--- src/rtl/wire_ops_pipe_if.sv ---
// Handshake and data bundle for the wire_ops_pipe ALU slice: operand stream in,
// result stream out, plus the completed-result counter.
interface wire_ops_pipe_if #(
   parameter int unsigned WIDTH = 8,
   parameter int unsigned CNT_W = 16
);
   logic             in_valid;
   logic             in_ready;
   logic [WIDTH-1:0] a;
   logic [WIDTH-1:0] b;
   logic [2:0]       op;
   logic             out_valid;
   logic             out_ready;
   logic [WIDTH-1:0] y;
   logic             zero;
   logic             carry;
   logic [CNT_W-1:0] done_cnt;

   // The pipeline itself: consumes operands and offers results.
   modport slave (
      input  in_valid, a, b, op, out_ready,
      output in_ready, out_valid, y, zero, carry, done_cnt
   );

   // Whatever drives operands and consumes results around the pipeline.
   modport master (
      output in_valid, a, b, op, out_ready,
      input  in_ready, out_valid, y, zero, carry, done_cnt
   );
endinterface

--- src/rtl/wire_ops_pipe.sv ---
// WIDTH-bit multi-op ALU slice behind a STAGES-deep elastic valid/ready pipeline.
// Each stage advances whenever any stage downstream of it has room, so bubbles
// squeeze out under backpressure and a full pipe still moves one beat per cycle.
module wire_ops_pipe #(
   parameter int unsigned WIDTH  = 8,
   parameter int unsigned STAGES = 2,
   parameter int unsigned CNT_W  = 16
) (
   input  logic              sys_clk,
   input  logic              sys_rst_n,
   input  logic              clr,
   wire_ops_pipe_if.slave    bus
);

   logic [WIDTH:0]   sumWide;
   logic [WIDTH:0]   diffWide;
   logic [WIDTH-1:0] opY;
   logic             opZero;
   logic             opCarry;

   logic [STAGES-1:0] stageAdv;
   logic              advRun;
   logic              inReady;
   logic              accept;
   logic              handoff;

   logic [STAGES-1:0] stageVld_q;
   logic [STAGES-1:0] stageVld_d;
   logic [WIDTH-1:0]  stageY_q [STAGES];
   logic [WIDTH-1:0]  stageY_d [STAGES];
   logic [STAGES-1:0] stageZero_q;
   logic [STAGES-1:0] stageZero_d;
   logic [STAGES-1:0] stageCarry_q;
   logic [STAGES-1:0] stageCarry_d;
   logic [CNT_W-1:0]  doneCnt_q;
   logic [CNT_W-1:0]  doneCnt_d;

   // Operation result and flags, formed from the raw operands ahead of stage 1.
   always_comb begin
      sumWide  = {1'b0, bus.a} + {1'b0, bus.b};
      diffWide = {1'b0, bus.a} - {1'b0, bus.b};
      opY      = '0;
      opCarry  = 1'b0;
      case (bus.op)
         3'd0: opY = bus.a & bus.b;
         3'd1: opY = bus.a | bus.b;
         3'd2: opY = bus.a ^ bus.b;
         3'd3: begin
            opY     = sumWide[WIDTH-1:0];
            opCarry = sumWide[WIDTH];
         end
         3'd4: begin
            opY     = diffWide[WIDTH-1:0];
            opCarry = ~diffWide[WIDTH];
         end
         3'd5: opY = ~bus.a;
         3'd6: opY = bus.a;
         3'd7: opY = bus.b[0] ? bus.a : ~bus.a;
      endcase
      opZero = (opY == '0);
   end

   // Stage k may advance if out_ready is high or any stage at or beyond k is
   // empty; walking from the output backwards accumulates that condition.
   always_comb begin
      advRun   = bus.out_ready;
      stageAdv = '0;
      for (int k = STAGES - 1; k >= 0; k--) begin
         advRun      = advRun | ~stageVld_q[k];
         stageAdv[k] = advRun;
      end
   end

   assign inReady = stageAdv[0] & ~clr;
   assign accept  = bus.in_valid & inReady;
   assign handoff = stageVld_q[STAGES-1] & bus.out_ready;

   // Next-state of each stage: load from the stage behind when advancing, hold
   // otherwise; clr empties every stage but leaves the data alone.
   always_comb begin
      stageVld_d   = stageVld_q;
      stageY_d     = stageY_q;
      stageZero_d  = stageZero_q;
      stageCarry_d = stageCarry_q;
      if (stageAdv[0]) begin
         stageVld_d[0]   = accept;
         stageY_d[0]     = opY;
         stageZero_d[0]  = opZero;
         stageCarry_d[0] = opCarry;
      end
      for (int k = 1; k < STAGES; k++) begin
         if (stageAdv[k]) begin
            stageVld_d[k]   = stageVld_q[k-1];
            stageY_d[k]     = stageY_q[k-1];
            stageZero_d[k]  = stageZero_q[k-1];
            stageCarry_d[k] = stageCarry_q[k-1];
         end
      end
      if (clr) begin
         stageVld_d = '0;
      end
      doneCnt_d = doneCnt_q + CNT_W'(handoff);
   end

   // Pipeline and counter registers; reset discards everything in flight at once.
   always_ff @(posedge sys_clk or negedge sys_rst_n) begin
      if (!sys_rst_n) begin
         stageVld_q   <= '0;
         stageZero_q  <= '0;
         stageCarry_q <= '0;
         doneCnt_q    <= '0;
         for (int k = 0; k < STAGES; k++) begin
            stageY_q[k] <= '0;
         end
      end else begin
         stageVld_q   <= stageVld_d;
         stageY_q     <= stageY_d;
         stageZero_q  <= stageZero_d;
         stageCarry_q <= stageCarry_d;
         doneCnt_q    <= doneCnt_d;
      end
   end

   assign bus.in_ready  = inReady;
   assign bus.out_valid = stageVld_q[STAGES-1];
   assign bus.y         = stageY_q[STAGES-1];
   assign bus.zero      = stageZero_q[STAGES-1];
   assign bus.carry     = stageCarry_q[STAGES-1];
   assign bus.done_cnt  = doneCnt_q;

endmodule

--- src/flat_wrapper.sv ---
// flat-port wrapper written by rule: the top's interface ports become plain ports
module wire_ops_pipe_flat 
#(
   parameter int unsigned WIDTH  = 8,
   parameter int unsigned STAGES = 2,
   parameter int unsigned CNT_W  = 16
)
  (sys_clk, sys_rst_n, clr, bus_in_valid, bus_a, bus_b, bus_op, bus_out_ready, bus_in_ready, bus_out_valid, bus_y, bus_zero, bus_carry, bus_done_cnt);
  wire_ops_pipe_if #(.WIDTH(WIDTH), .CNT_W(CNT_W)) bus_i ();
  input  logic sys_clk;
  input  logic sys_rst_n;
  input  logic clr;
  input wire logic [$bits(bus_i.in_valid)-1:0] bus_in_valid;
  input wire logic [$bits(bus_i.a)-1:0] bus_a;
  input wire logic [$bits(bus_i.b)-1:0] bus_b;
  input wire logic [$bits(bus_i.op)-1:0] bus_op;
  input wire logic [$bits(bus_i.out_ready)-1:0] bus_out_ready;
  output wire logic [$bits(bus_i.in_ready)-1:0] bus_in_ready;
  output wire logic [$bits(bus_i.out_valid)-1:0] bus_out_valid;
  output wire logic [$bits(bus_i.y)-1:0] bus_y;
  output wire logic [$bits(bus_i.zero)-1:0] bus_zero;
  output wire logic [$bits(bus_i.carry)-1:0] bus_carry;
  output wire logic [$bits(bus_i.done_cnt)-1:0] bus_done_cnt;
  assign bus_i.in_valid = bus_in_valid;
  assign bus_i.a = bus_a;
  assign bus_i.b = bus_b;
  assign bus_i.op = bus_op;
  assign bus_i.out_ready = bus_out_ready;
  assign bus_in_ready = bus_i.in_ready;
  assign bus_out_valid = bus_i.out_valid;
  assign bus_y = bus_i.y;
  assign bus_zero = bus_i.zero;
  assign bus_carry = bus_i.carry;
  assign bus_done_cnt = bus_i.done_cnt;
  wire_ops_pipe #(.WIDTH(WIDTH), .STAGES(STAGES), .CNT_W(CNT_W)) u_core (.sys_clk(sys_clk), .sys_rst_n(sys_rst_n), .clr(clr), .bus(bus_i));
endmodule
--- config.mk ---
export PLATFORM = sky130hd
export DESIGN_NAME = wire_ops_pipe_flat
export DESIGN_NICKNAME = d
export VERILOG_FILES = /design/src/rtl/wire_ops_pipe_if.sv /design/src/rtl/wire_ops_pipe.sv /design/src/flat_wrapper.sv
export SDC_FILE = /design/constraint.sdc
export NUM_CORES = 1
export LEC_CHECK = 0
export BUFFER_PORTS_ARGS = -buffer_cell sky130_fd_sc_hd__buf_4
export CORE_MARGIN = 2
export CORE_UTILIZATION = 45
export CTS_BUF_LIST = sky130_fd_sc_hd__clkbuf_16
export DETAILED_ROUTE_END_ITERATION = 12
export HOLD_SLACK_MARGIN = 0.15
export PLACE_DENSITY_LB_ADDON = 0.25
export SLEW_MARGIN = 20
export SYNTH_ARGS = -nofsm -noshare
export SYNTH_HDL_FRONTEND = slang
export SYNTH_SLANG_ARGS = --single-unit
--- constraint.sdc ---
create_clock -name sys_clk -period 2.2 [get_ports sys_clk]
set_input_delay 0.44 -clock sys_clk [delete_from_list [all_inputs] [get_ports sys_clk]]
set_output_delay 0.44 -clock sys_clk [all_outputs]
set_load 0.01 [all_outputs]
# After elaboration in Yosys (flattened, before gate mapping)
# Cells that the tools add are included.
[classes]
add_sub_neg = 3
eq_ne = 7
mux = 6
n_bitwise = 13
n_reduce_logical = 4
[ops]
columns = ["operator", "n"]
rows = [
  ["case mux 8 bit (8 select lines)", 1],
  ["adder 16 x 1 -> 16 bit", 1],
  ["== test 3 bit, second input constant", 4],
  ["adder 8 x 8 -> 9 bit", 1],
  ["subtractor 8 x 8 -> 9 bit", 1],
  ["AND 8 bit", 1],
  ["logical NOT 8 bit", 1],
  ["2-to-1 mux 8 bit", 1],
  ["NOT 8 bit", 1],
  ["OR 8 bit", 1],
  ["bitwise XOR 8 bit", 1],
  ["== test 3 x 2 -> 1 bit, second input constant", 2],
  ["NOT 1 bit", 4],
  ["nonzero test 2 bit", 2],
  ["AND 1 bit", 3],
  ["== test 3 x 1 -> 1 bit, second input constant", 1],
  ["logical NOT 3 bit", 1],
  ["2-to-1 mux 1 bit", 2],
  ["2-to-1 mux 2 bit", 1],
  ["OR 1 bit", 2],
  ["case mux 1 bit (2 select lines)", 1],
]
[word_totals]
ff_bits = 38
input_bits = 24
output_inout_bits = 28

# Depth between registers and ports, before layout
[logic_depth]
word_depth = 7
mapped_depth = 10
ltp_nobuf = 10

# Worst setup path before layout
# Ideal clock, no wire load.
[synth_timing]
kind = "in2reg"
start = "in bus_b[0]"
end = "reg u_core.stageZero_q[0]"
setup_ns = 0.092
arrival_ns = 2.339
setup_slack_ns = -0.231
stages = 9
path_buffers = 0
cell_sequence = "ha_1 > fa_1 > a211oi_4 > nor2_2 > o311a_1 > o32a_1 > o22a_1 > a21o_1 > o31ai_2"
[synth_via]
elab_chain_len = 3
elab_cells_between_ends = 8
[synth_lines]
columns = ["item", "line", "source"]
rows = [
  ["start: declaration", "flat_wrapper.sv:15", "input wire logic [$bits(bus_i.b)-1:0] bus_b;"],
  ["subtractor 8 x 8 -> 9 bit, or another cell as far along", "wire_ops_pipe.sv:41", "diffWide = {1'b0, bus.a} - {1'b0, bus.b};"],
  ["case mux 8 bit (8 select lines) (*)", "wire_ops_pipe.sv:44", "case (bus.op)"],
  ["logical NOT 8 bit (*)", "wire_ops_pipe.sv:60", "opZero = (opY == '0);"],
  ["end signal: assignment", "wire_ops_pipe.sv:118", "stageZero_q <= stageZero_d;"],
  ["end: declaration", "wire_ops_pipe.sv:31", "logic [STAGES-1:0] stageZero_q;"],
]
# Every way passes the cells marked *; elsewhere a longest branch is shown, timed or not.
# A chain may end at the register's enable or synchronous reset.

# Worst setup path after layout
# Same ends and word-level chain as after synthesis.

==> summary.md <==
| Metric | Value |
|---|---|
| Run status | `finished with violations` |
| Violated checks | `setup timing` |
| Post-route worst setup slack | `-0.01794 ns` |
| Total number of placement rows | `29` |
| Data arrival time of the critical path | `between 2 and 2.5 ns` |
| Peak per-stage delay on the critical path | `roughly 0.36 ns` |
| Min Clock Period, post-route | `2.218 ns` |
| Category of the worst setup path capture point | `flip-flop` |
| Clk pin slew, worst setup/hold paths | `~0.050 ns` |
| Achievable clock frequency | `between 400 and 500 MHz` |
| Synthesized netlist cell count | `330` |
| Filler cells | `roughly 550` |
| Worst R2R Path Depth | `7` |
| GRT Total Usage | `approximately a fifth` |
| Worst Hold End | `u_core.stageVld_q[0]` |
| Worst-margin pin slew | `~0.46 ns` |
| GR Overflow Total | `0` |
| First-pass GRT wire length | `between 10 and 15 mm` |
| Portion of the post-synthesis area used by sequential elements | `around a third` |
| Series of cell instances along the critical path | `buf_8, ha_4, fa_2, a211oi_4, nor2_2, o311a_1, o32a_1, o22a_1, a21o_1, o31ai_2` |
| Sum of negative setup slack | `-0.01794 ns` |
| Number of DRC markers in iteration 0 | `between 90 and 100` |
| Post-synthesis area per instance | `roughly 8.8 µm²` |
| Cell area after synthesis | `0.002914 mm²` |
| Maximum root-to-sink buffer count | `2` |
| CTS root buf | `sky130_fd_sc_hd__clkbuf_16` |
| Reg-to-reg slack, setup | `approximately 0.37 ns` |
| Critical path required time | `2.39 ns` |
| Via count of the first global-routing pass | `2649` |
| Final-report hold violation count | `0` |
| Overall die height | `84.47 µm` |
| Number of CTS-inserted buffers | `5` |
| Final Wtd Congestion | `0.8967` |
| Number of enable flip-flop cells after synthesis | `0` |
| Count of input and output buffers | `around 50` |
| H-tree depth | `2` |
| Setup repair after global routing missed its margin | `true` |
| Maximum ir drop on the vdd rail | `0.6220 mV` |
| Commonest cells after routing, fill and taps aside | `sky130_fd_sc_hd__buf_4 (109), sky130_fd_sc_hd__dfrtp_1 (38), sky130_fd_sc_hd__nand2_1 (30)` |
| Placeable core region | `roughly 0.0063 mm²` |
| LEAKAGE | `between 1.5 and 2 nW` |
| Detailed-route DRC error count | `0` |
| Post-synth ARST share | `100.0%` |
| Master of the slowest instance on the critical path | `sky130_fd_sc_hd__fa_2` |
| Syn_nets | `between 300 and 400` |
| Startpoint of the worst hold path | `clr` |
| Total power divided by cell area | `between 500 and 600 mW/mm²` |
| Hold crit path type | `in -> reg` |
| Non-Filler Cell Area, Final | `a little under 0.004 mm²` |
| Portion of the clock cycle consumed by the worst path in the final layout | `100.8%` |
| Yosys Warn Count | `0` |
| Capturing point of the worst reg2reg path | `u_core.bus.done_cnt[12]` |
| Maximum Capacitance Violations | `0` |
| Worst clock skew | `0.001617 ns` |
| Top fanout value on the critical path | `4` |
| Hold path cells | `2` |
| WL per Instance | `approximately 14 µm` |
| Maximum number of pins on one net before global-route repair | `39` |
| Worst rel slew slack | `between 60% and 70%` |
| Core utilization of the finished layout | `between 60% and 70%` |
| Element type at the critical path start | `input pin` |
| Final Setup Violations | `1` |
| Most used flip-flop cell after synthesis | `sky130_fd_sc_hd__dfrtp_1` |
| Share of post-route cells with drive strength above 1 | `a little over a third` |
| Most common cell after layout, fill and taps aside | `sky130_fd_sc_hd__buf_4` |
| Detailed placer's ending HPWL | `5.578 mm` |
| N_diodes | `0` |
| Initial Utilization | `46.16%` |
| Count of clock tree sinks | `38` |
| Die footprint | `0.007135 mm²` |
| Total Routed Length | `between 7 and 8 mm` |
| TritonRoute pass-1 iters | `4` |
| Pre-CTS WS | `-0.3971 ns` |
| Number of storage elements in the synthesis netlist | `38` |
| Layout overhead on the synthesized area | `36.07%` |
| Die Span X | `between 80 and 90 µm` |
| I/O Pins | `52` |
| Kind of critical path | `in -> reg` |
| Number of different library cells in the post-synthesis netlist | `63` |
| Post-route ant nets | `0` |
| Vias per std cell | `between 5 and 6` |
| Post-layout net count | `~480` |
| Skew-Pair Late Insertion Delay | `approximately 0.27 ns` |
| Max-slew violation count | `0` |
| Number of antenna violations at the first check in global routing | `0` |
| Area after detailed placement | `0.003717 mm²` |
| Beginning of the worst register-to-register path | `u_core.stageVld_q[1]` |
| CTS tree | `done` |
| DR vias | `roughly 2700` |
## area by class of cell
type	instances	area, µm²	area share (%)
well taps	77	96.34	2.430
inverters	24	90.09	2.272
multi-input cells	247	1824	46.01
clock inverters	3	12.51	0.3156
repair buffers	113	865.8	21.84
flip-flops and latches	38	950.9	23.98
clock buffers	5	125.1	3.156
## flip-flops by register name, summed over array words and instances (netlist names)
signal,cells
u_core.stageZero_q,2
u_core.bus.done_cnt,16
u_core.bus.y,8
u_core.stageVld_q,2
u_core.stageCarry_q,2
u_core.stageY_q,8
## metrics by stage
step / instances / total power [mW] / hold WS, ns
floorplan: 330 / 1.250 / 0.1444
global placement: 496 / 1.555 / 0.4274
detailed placement: 496 / 1.575 / 0.4247
CTS: 506 / 2.250 / 0.3261
global route: 507 / 2.383 / 0.3332
finish: 507 / 2.255 / 0.3343
## synth_stat cells, drive strengths merged (3+ instances only)
| master | count | area (µm²) |
|---|---|---|
| dfrtp | 38 | 950.9 |
| nand2 | 31 | 116.4 |
| ha | 26 | 325.3 |
| nor2 | 26 | 100.1 |
| inv | 24 | 90.09 |
| a21oi | 22 | 110.1 |
| o21ai | 19 | 95.09 |
| buf | 17 | 118.9 |
| xnor2 | 15 | 131.4 |
| mux2 | 11 | 123.9 |
| nand3 | 10 | 50.05 |
| a31oi | 6 | 37.54 |
| and3 | 6 | 37.54 |
| nand2b | 5 | 31.28 |
| nand4 | 5 | 31.28 |
| a211oi | 4 | 42.54 |
| and2 | 4 | 25.02 |
| clkbuf | 4 | 15.01 |
| or2 | 4 | 25.03 |
| nor3b | 3 | 22.52 |
| o211ai | 3 | 22.52 |
| o22a | 3 | 26.28 |
| xor2 | 3 | 26.28 |
## kinds of logic (layout without fill, tap and decap cells)
| kind of cell | after synthesis | in the layout | share of synthesized area, % |
|---|---|---|---|
| adders and majority gates | 28 | 28 | 12.54 |
| buffers and inverters | 45 | 145 | 7.685 |
| AOI/OAI and AO/OA | 83 | 83 | 19.15 |
| and+or+nand+nor | 105 | 105 | 17.65 |
| xor gates and xnor gates | 18 | 18 | 5.410 |
| DFF | 38 | 38 | 32.63 |
| muxes | 13 | 13 | 4.938 |
## power by group
group          switching (mW)  internal [mW]  leakage (nW)
Sequential             0.0739          0.790         0.487
Combinational           0.345          0.390          1.38
Clock                   0.248          0.409        0.0724
## routing by layer
layer  routed length (µm)  vias up  GRT usage, %
li1                     -     1345             -
met1                 3036     1261         25.08
met2                 3642       84         37.59
met3                  388       15         2.655
met4                  179        0         7.359
met5                    0        -             0
## critical path: cells and delay by family
family / cells / cell delay (ns)
buffers and inverters: 1 / 0.11
and+or+nand+nor: 1 / 0.06
AOI/OAI and AO/OA: 6 / 1.27
adders and majority gates: 2 / 0.51
## worst max path at each step
stage,startpoint,to,slack [ns],cells past startpoint
floorplan,bus_b[0],u_core.stageZero_q[0],-0.12,9
global placement,bus_b[0],u_core.stageZero_q[0],-0.34,10
detailed placement,bus_b[0],u_core.stageZero_q[0],-0.40,10
CTS,bus_b[0],u_core.stageZero_q[0],-0.02,10
global route,bus_b[0],u_core.stageZero_q[0],-0.12,10
finish,bus_b[0],u_core.stageZero_q[0],-0.02,10
## timing repair
action,CTS,global route
gates resized for setup,4,14
buffers inserted,1,1
endpoints found under the setup margin,1,5
endpoints found under the hold margin,38,0
hold buffers,1,0
pin swaps,2,3
Note: power is estimated with default switching activity, not from simulation.
